`src/rtl/lcd_pkg.sv`:
```
// Shared constants, state encodings and byte-selection helpers for the score LCD driver.
package lcd_pkg;

    localparam logic [7:0] LCD_FUNC_SET = 8'h38;
    localparam logic [7:0] LCD_DISP_ON  = 8'h0C;
    localparam logic [7:0] LCD_CLEAR    = 8'h01;
    localparam logic [7:0] LCD_ENTRY    = 8'h06;
    localparam logic [7:0] LCD_ROW0     = 8'h80;

    localparam logic [7:0] ASC_P     = 8'h50;
    localparam logic [7:0] ASC_1     = 8'h31;
    localparam logic [7:0] ASC_2     = 8'h32;
    localparam logic [7:0] ASC_COLON = 8'h3A;
    localparam logic [7:0] ASC_SPACE = 8'h20;

    typedef enum logic [2:0] {
        ST_POWERUP,
        ST_INIT,
        ST_SNAP,
        ST_REFRESH,
        ST_IDLE
    } lcd_state_t;

    typedef enum logic [2:0] {
        WR_IDLE,
        WR_SETUP,
        WR_PULSE,
        WR_HOLD,
        WR_WAIT
    } wr_state_t;

    function automatic int max2(input int a, input int b);
        return (a > b) ? a : b;
    endfunction

    function automatic int cyc_width(input int m);
        return (m < 2) ? 1 : $clog2(m);
    endfunction

    function automatic logic [7:0] init_cmd(input logic [3:0] idx);
        case (idx)
            4'd0:    return LCD_FUNC_SET;
            4'd1:    return LCD_DISP_ON;
            4'd2:    return LCD_CLEAR;
            default: return LCD_ENTRY;
        endcase
    endfunction

    // Row 0 layout: "P1:a  P2:b" preceded by the DDRAM address command.
    function automatic logic [7:0] refresh_byte(input logic [3:0] idx,
                                                input logic [7:0] s1,
                                                input logic [7:0] s2);
        case (idx)
            4'd0:       return LCD_ROW0;
            4'd1:       return ASC_P;
            4'd2:       return ASC_1;
            4'd3:       return ASC_COLON;
            4'd4:       return s1;
            4'd5, 4'd6: return ASC_SPACE;
            4'd7:       return ASC_P;
            4'd8:       return ASC_2;
            4'd9:       return ASC_COLON;
            default:    return s2;
        endcase
    endfunction

endpackage

```
`src/rtl/lcd_write_cycle.sv`:
```
// One HD44780 byte write: SETUP, EN pulse, HOLD, then the command execution wait.
module lcd_write_cycle
    import lcd_pkg::*;
#(
    parameter int SETUP_CYC = 2,
    parameter int EN_CYC    = 12,
    parameter int HOLD_CYC  = 2,
    parameter int EXEC_CYC  = 2000,
    parameter int CLEAR_CYC = 82000,
    parameter int CW        = 17
) (
    input  logic       CLK,
    input  logic       RESET,
    input  logic       start,
    input  logic       rs,
    input  logic [7:0] data_in,
    output logic [7:0] lcd_data,
    output logic       lcd_rs,
    output logic       lcd_en,
    output logic       done
);

    wr_state_t       state, state_n;
    logic [CW-1:0]   cnt, cnt_n;
    logic [CW-1:0]   wait_last;

    // Only the clear command (RS=0) needs the long execution time.
    assign wait_last = (!lcd_rs && lcd_data == LCD_CLEAR) ? CW'(CLEAR_CYC - 1)
                                                         : CW'(EXEC_CYC - 1);

    always_ff @(posedge CLK or posedge RESET) begin
        if (RESET) begin
            state    <= WR_IDLE;
            cnt      <= '0;
            lcd_data <= '0;
            lcd_rs   <= 1'b0;
            lcd_en   <= 1'b0;
        end else begin
            state  <= state_n;
            cnt    <= cnt_n;
            lcd_en <= (state_n == WR_PULSE);
            if (state == WR_IDLE && start) begin
                lcd_rs   <= rs;
                lcd_data <= data_in;
            end
        end
    end

    always_comb begin
        state_n = state;
        cnt_n   = cnt + 1'b1;
        done    = 1'b0;
        case (state)
            WR_IDLE: begin
                cnt_n = '0;
                if (start) state_n = WR_SETUP;
            end
            WR_SETUP: if (cnt == CW'(SETUP_CYC - 1)) begin
                state_n = WR_PULSE;
                cnt_n   = '0;
            end
            WR_PULSE: if (cnt == CW'(EN_CYC - 1)) begin
                state_n = WR_HOLD;
                cnt_n   = '0;
            end
            WR_HOLD: if (cnt == CW'(HOLD_CYC - 1)) begin
                state_n = WR_WAIT;
                cnt_n   = '0;
            end
            WR_WAIT: if (cnt == wait_last) begin
                state_n = WR_IDLE;
                cnt_n   = '0;
                done    = 1'b1;
            end
            default: begin
                state_n = WR_IDLE;
                cnt_n   = '0;
            end
        endcase
    end

endmodule

```
`src/rtl/score_lcd_driver.sv`:
```
// Shows both pong scores as "P1:a  P2:b" on a 16x2 HD44780 LCD, rewriting only on change.
module score_lcd_driver
    import lcd_pkg::*;
#(
    parameter int POWERUP_CYC = 750000,
    parameter int SETUP_CYC   = 2,
    parameter int EN_CYC      = 12,
    parameter int HOLD_CYC    = 2,
    parameter int EXEC_CYC    = 2000,
    parameter int CLEAR_CYC   = 82000
) (
    input  logic       CLK,
    input  logic       RESET,
    input  logic [7:0] in_p1_char,
    input  logic [7:0] in_p2_char,
    output logic [7:0] LCD_DATA,
    output logic       LCD_RS,
    output logic       LCD_RW,
    output logic       LCD_EN,
    output logic       out_ready
);

    localparam int MAXC = max2(max2(max2(POWERUP_CYC, SETUP_CYC), max2(EN_CYC, HOLD_CYC)),
                               max2(EXEC_CYC, CLEAR_CYC));
    localparam int CW   = cyc_width(MAXC);

    lcd_state_t    state, state_n;
    logic [CW-1:0] cnt, cnt_n;
    logic [3:0]    idx, idx_n;
    logic          pending, pending_n;
    logic [7:0]    s1, s2;
    logic          start, snap, sel_rs, done;
    logic [7:0]    sel_byte;

    assign LCD_RW = 1'b0;

    lcd_write_cycle #(
        .SETUP_CYC (SETUP_CYC),
        .EN_CYC    (EN_CYC),
        .HOLD_CYC  (HOLD_CYC),
        .EXEC_CYC  (EXEC_CYC),
        .CLEAR_CYC (CLEAR_CYC),
        .CW        (CW)
    ) u_write (
        .CLK      (CLK),
        .RESET    (RESET),
        .start    (start),
        .rs       (sel_rs),
        .data_in  (sel_byte),
        .lcd_data (LCD_DATA),
        .lcd_rs   (LCD_RS),
        .lcd_en   (LCD_EN),
        .done     (done)
    );

    always_ff @(posedge CLK or posedge RESET) begin
        if (RESET) begin
            state     <= ST_POWERUP;
            cnt       <= '0;
            idx       <= '0;
            pending   <= 1'b0;
            s1        <= '0;
            s2        <= '0;
            out_ready <= 1'b0;
        end else begin
            state     <= state_n;
            cnt       <= cnt_n;
            idx       <= idx_n;
            pending   <= pending_n;
            out_ready <= (state_n == ST_IDLE);
            if (snap) begin
                s1 <= in_p1_char;
                s2 <= in_p2_char;
            end
        end
    end

    // A write is launched once per index; pending blocks relaunch until its done.
    always_comb begin
        state_n  = state;
        cnt_n    = cnt;
        idx_n    = idx;
        start    = 1'b0;
        snap     = 1'b0;
        sel_rs   = 1'b0;
        sel_byte = 8'h00;
        case (state)
            ST_POWERUP: begin
                if (cnt == CW'(POWERUP_CYC - 1)) begin
                    state_n = ST_INIT;
                    cnt_n   = '0;
                end else begin
                    cnt_n = cnt + 1'b1;
                end
            end
            ST_INIT: begin
                sel_byte = init_cmd(idx);
                start    = !pending;
                if (done) begin
                    if (idx == 4'd3) begin
                        state_n = ST_SNAP;
                        idx_n   = '0;
                    end else begin
                        idx_n = idx + 1'b1;
                    end
                end
            end
            ST_SNAP: begin
                snap    = 1'b1;
                state_n = ST_REFRESH;
            end
            ST_REFRESH: begin
                sel_rs   = (idx != 4'd0);
                sel_byte = refresh_byte(idx, s1, s2);
                start    = !pending;
                if (done) begin
                    if (idx == 4'd10) begin
                        state_n = ST_IDLE;
                        idx_n   = '0;
                    end else begin
                        idx_n = idx + 1'b1;
                    end
                end
            end
            ST_IDLE: begin
                if (in_p1_char != s1 || in_p2_char != s2) state_n = ST_SNAP;
            end
            default: state_n = ST_POWERUP;
        endcase
        pending_n = done ? 1'b0 : (start ? 1'b1 : pending);
    end

endmodule

```
`config.mk`:
```
export PLATFORM = sky130hd
export DESIGN_NAME = score_lcd_driver
export DESIGN_NICKNAME = d
export VERILOG_FILES = /design/src/rtl/lcd_pkg.sv /design/src/rtl/lcd_write_cycle.sv /design/src/rtl/score_lcd_driver.sv
export SDC_FILE = /design/constraint.sdc
export NUM_CORES = 1
export LEC_CHECK = 0
export CAP_MARGIN = 20
export CORE_UTILIZATION = 30
export DETAILED_ROUTE_END_ITERATION = 7
export PLACE_DENSITY_LB_ADDON = 0.25
export SKIP_LAST_GASP = 1
export SYNTH_ARGS = -nofsm -noshare
export SYNTH_HDL_FRONTEND = slang
export SYNTH_SLANG_ARGS = --single-unit
```
`constraint.sdc`:
```
create_clock -name CLK -period 6 [get_ports CLK]
set_input_delay 1.8 -clock CLK [delete_from_list [all_inputs] [get_ports CLK]]
set_output_delay 1.8 -clock CLK [all_outputs]
set_load 0.005 [all_outputs]
```
==> results of run 1 <==
final cells by class:
class / count / area [µm²]
fillers: 1407 / 8890
clock buffers: 12 / 246.5
flip-flops and latches: 78 / 1952
multi-input cells: 340 / 2263
repair buffers: 31 / 302.8
inverters: 10 / 38.79
well taps: 180 / 225.2
clock inverters: 4 / 70.07
final timing paths:
| kind | slack (ns) | endpoint |
|---|---|---|
| min reg2reg | 0.48 | cnt[11] |
| min in group asynchronous | 1.92 | u_write.cnt[17] |
| max reg2reg | 3.42 | u_write.cnt[7] |
| max | 2.92 | LCD_DATA[2] |
| max in group asynchronous | 3.16 | s2[1] |
| min | 0.48 | cnt[11] |
state kept, by name, summed over array words and instances (netlist names), 3 cells and up:
| register | flops |
|---|---|
| u_write.lcd_data | 8 |
| idx | 4 |
| s2 | 8 |
| u_write.state | 3 |
| state | 3 |
| s1 | 8 |
| u_write.cnt | 20 |
| cnt | 20 |
stage by stage:
step	util [%]	cells
after floorplan	-	448
after detailed placement	34.19	639
after CTS	36.45	655
after global routing	36.45	655
final	36.45	655
after global placement	34.19	639
layer usage:
layer  up-vias  wire length, µm  GRT usage, %
li1       1652                -             -
met1      1654             4917         19.78
met2        45             4485         22.37
met3        13              329         4.322
met4         0              195         5.564
met5         -                0             0
where the power goes:
group	switching, mW	internal [mW]	total [mW]
combinational	0.0196	0.0215	0.0411
clock	0.211	0.374	0.585
sequential	0.00532	0.532	0.537
cells in the final DEF (no fill, tap or decap), drive strengths merged, types with 9 or more instances in the layout:
cell type,count
dfrtp,78
nand2,42
xnor2,33
a21oi,29
nor2,28
clkdlybuf4s50,28
nand3,23
o21ai,21
mux2,18
nor3,15
and3,13
clkbuf,12
xor2,10
inv,9
cells by family after synthesis:
kind of cell               synth area share [%]
and+or+nand+nor                           23.25
AOI/OAI and AO/OA                         12.56
DFF                                       44.94
xor gates and xnor gates                  8.672
buffers and inverters                     2.939
muxes                                     5.532
adders and majority gates                 2.017
other                                   0.08635
==> flow_summary_export.csv, run 1 <==
group,metric,value,unit
critical_path,critPathLaunchType,"register",
detailed_routing,vias,3364,
die,rows,43,
place,dpl_worst_slack,2.641,ns
flow_run,maxCapViolCount,0,
power,power,1.163,mW
sta,fin_ws,2.915,ns
synthesis,yosysTopAreaCell,"dfrtp_1",
synthesis,netlist_area,4343,µm²
clock_network,htree_levels,3,
synthesis,yosysMostFrequentCell,"dfrtp_1",
sta,post-route-min-period,3.085,ns
detailed_routing,drt.antenna.violating_nets,0,
layout,final_nets,495,
clock_network,clk_pin_slew_worst_paths,0.06,ns
die,io_pins,30,
clock_network,cts_tree,"yes",
synthesis,seq_area_frac_synth,44.94,%
clock_network,cts.sinks,78,
critical_path,crit_type,"reg2out",
synthesis,ys_types,63,
clock_network,cts_root_buf,"clkbuf_16",
critical_path,cp.required,4.20,ns
synthesis,ys_top_cells_by_count,"dfrtp_1, nand2_1, xnor2_1",
detailed_routing,drt_iter0_drc,191,
layout,fin_area,5099,µm²
synthesis,synth.net_count,473,
sta,skew,0.004604,ns
critical_path,cpLargestDelayFamily,"buffers and inverters",
run_status,status,"complete, no violations",
power,p_leak,2.047,nW
critical_path,endpoint_kind,"output port",
synthesis,async_flop_share,100.0,%
global_route,grt_pass1_vias,3293,
critical_path,worstPathCellList,"clkdlybuf4s50_1",
synthesis,synth_edf_count,0,
clock_network,cts_hold_buf,0,
sta,rsz0062_at_grt,"no",
critical_path,path_depth,1,
global_route,grt_max_degree,47,
clock_network,cts_resized,0,
global_route,grt_remaining_overflow,0,
global_route,track_usage,14.76,%
synthesis,synth_area_leaders,"dfrtp_1, xnor2_1, mux2_2",
clock_network,cts-buffers-inserted,9,
place,dp.final_hpwl,6947,µm
sta,worst_pin_slew,0.8488,ns
min_path,min_from,"cnt[11]",
critical_path,cp-startpoint,"u_write.lcd_data[2]",
die,fp.dieW,122.3,µm
die,core,13990,µm²
sta,finalSetupTns,0,ns
detailed_routing,wl_per_cell,15.16,µm
min_path,hold_depth,1,
die,fp.dieH,122.3,µm
critical_path,ff2ff_path_depth,5,
critical_path,crit_buf_inv,1,
detailed_routing,dr.pass1.iters,4,
place,placed_area,4782,µm²
sta,hold_violations,0,
sta,relSlewSlack,43.41,%
detailed_routing,drt_wl_total,9927,µm
global_route,grt_first_pass_wirelength,17080,µm
synthesis,synthCells,448,
critical_path,critPathArrivalTime,1.28,ns
place,io_buffers,28,
layout,drive_above_1_share,9.474,%
sta,timing.final.crit_share,51.42,%
sta,drv_slew,0,
power,powerDensity,228.2,nW/µm²
die,start_util,31.05,%
critical_path,r2r-start,"u_write.cnt[7]",
clock_network,post_cts_buffers,0,
critical_path,critical_path.slowest_cell,"clkdlybuf4s50_1",
die,die_area,14960,µm²
sta,setup_violations,0,
min_path,hold_path_class,"reg2reg",
place,place_congestion,0.7942,
synthesis,synth.avg_cell_area,9.694,µm²
sta,whs,0.4844,ns
power,irDropWorstVdd,0.1530,mV
detailed_routing,route.detailed.drc,0,
sta,fmax,324.2,MHz
synthesis,ys_ff_latch,78,
clock_network,clkLatencyLatePin,0.34,ns
detailed_routing,viasPerCell,5.136,
layout,syn2layout_area_growth,17.40,%
global_route,antenna_found_initial,0,
layout,antenna_cells,0,
critical_path,critical_path.max_fanout,3,
critical_path,max_stage_delay,0.56,ns
synthesis,yosys_warnings,0,
clock_network,cts.path.max_buffers,2,
synthesis,synth_ff_type,"dfrtp_1",
synthesis,synth_top_area_share,44.94,%
(Power assumes the default switching activity.)
==> run 2: changes to the inputs <==
clock period = 2.5 ns   (was 6 ns; I/O delays follow)
==> flow_summary_export.csv, run 2 (synthesis results as in run 1) <==
group,metric,value,unit
sta,timing.final.crit_share,87.09,%
clock_network,clkLatencyLatePin,0.34,ns
die,fp.dieW,122.3,µm
die,core,13990,µm²
die,start_util,31.05,%
critical_path,critical_path.max_fanout,5,
sta,finalSetupTns,0,ns
clock_network,cts_resized,0,
power,p_clk_share,52.7,%
sta,drv_slew,0,
sta,post-route-min-period,2.177,ns
critical_path,endpoint_kind,"register",
sta,whs,0.4835,ns
power,switching_share,19.78,%
clock_network,cts-buffers-inserted,9,
sta,fin_ws,0.3228,ns
sta,setup_violations,0,
power,p_leak,2.089,nW
power,p_int,2.362,mW
global_route,grt_first_pass_wirelength,17010,µm
place,dp.final_hpwl,7010,µm
power,switchingPower,0.5825,mW
global_route,grt_max_degree,48,
die,fp.dieH,122.3,µm
detailed_routing,drt_iter0_drc,176,
min_path,hold_path_class,"reg2reg",
layout,drive_above_1_share,10.60,%
global_route,track_usage,14.58,%
die,io_pins,30,
detailed_routing,drt_wl_total,9985,µm
sta,worst_pin_slew,0.5740,ns
place,dpl_worst_slack,0.2025,ns
die,rows,43,
power,pwr-share-comb,3.5,%
detailed_routing,viasPerCell,5.222,
place,place_congestion,0.8022,
clock_network,post_cts_buffers,0,
layout,antenna_cells,0,
layout,fillers,1426,
global_route,antenna_found_initial,0,
layout,top_regs,"cnt x20, u_write.cnt x20",
clock_network,cts_tree,"yes",
critical_path,critPathArrivalTime,2.40,ns
clock_network,htree_levels,3,
sta,fmax,459.3,MHz
sta,rsz0062_at_grt,"no",
layout,final_common_cell,"dfrtp_1",
clock_network,cts.sinks,78,
sta,skew,0.006332,ns
critical_path,critPathLaunchType,"register",
clock_network,cts_root_buf,"clkbuf_16",
global_route,grt_remaining_overflow,0,
die,die_area,14960,µm²
layout,regArea,1952,µm²
flow_run,maxCapViolCount,0,
detailed_routing,vias,3452,
layout,multi_input_area,2263,µm²
power,powerDensity,567.1,nW/µm²
clock_network,cts.path.max_buffers,2,
sta,relSlewSlack,61.38,%
place,io_buffers,28,
power,p_seq_share,43.8,%
layout,final_cell_mix,"dfrtp_1, nand2_1, xnor2_1, a21oi_1",
critical_path,crit_type,"reg2reg",
detailed_routing,route.detailed.drc,0,
power,irDropWorstVdd,0.3374,mV
power,power,2.945,mW
detailed_routing,drt.antenna.violating_nets,0,
detailed_routing,wl_per_cell,15.11,µm
detailed_routing,dr.pass1.iters,7,
critical_path,cp.required,2.73,ns
clock_network,clk_pin_slew_worst_paths,0.06,ns
clock_network,cts_hold_buf,0,
layout,syn2layout_area_growth,19.56,%
layout,final_util,37.12,%
layout,final_nets,501,
sta,hold_violations,0,
run_status,status,"complete, no violations",
global_route,grt_pass1_vias,3282,
-- run 2: power by group through the flow --
stage	registers (mW)	clock network (mW)	logic (mW)
final	1.29	1.55	0.103
after global placement	1.31	0	0.104
after global routing	1.29	1.63	0.116
after CTS	1.29	1.59	0.107
after floorplan	1.31	0	0.0566
after detailed placement	1.31	0	0.107
-- run 2: worst max-delay path, cell delays in order, from the launching register on --
cell and delay (ns):
dfrtp_1 0.40, ha_1 0.23, and3_1 0.30, nand4_2 0.18, or3_1 0.36, or2_1 0.28, mux2_4 0.31
-- run 2: worst paths after layout --
kind / to / slack [ns] / startpoint / cells after the start
worst max register to register: idx[1] / 0.32 / u_write.cnt[0] / 6
worst min-delay path: cnt[11] / 0.48 / cnt[11] / 1
min in group asynchronous: cnt[15] / 0.75 / RESET / 2
worst max-delay path: idx[1] / 0.32 / u_write.cnt[0] / 6
max in group asynchronous: u_write.lcd_data[2] / 1.19 / RESET / 3
worst min register to register: cnt[11] / 0.48 / cnt[11] / 1
-- run 2: cell type report --
type / instances / area share, %
clock buffer: 13 / 5.012
clock inverter: 3 / 1.735
inverter: 10 / 0.7952
multi-input combinational: 340 / 43.59
sequential: 78 / 37.59
tap: 180 / 4.337
timing repair buffer: 37 / 6.940
-- run 2: routing by layer --
layer	global-route usage [%]	wire, µm
met2	21.28	4450
met1	20.59	4968
met3	3.625	387
met5	0	0
met4	5.564	178
-- run 2: through the flow --
step / cell area, µm² / cells
floorplan: 4347 / 448
global placement: 4842 / 645
detailed placement: 4842 / 645
CTS: 5192 / 661
global route: 5192 / 661
finish: 5192 / 661
==> run 3: changes to the inputs <==
CTS_CLUSTER_SIZE = 40   (was default)
GPL_TIMING_DRIVEN = 1   (was default)
==> results of run 3 <==
Final layout, timing and power as in run 2 (identical DEF).
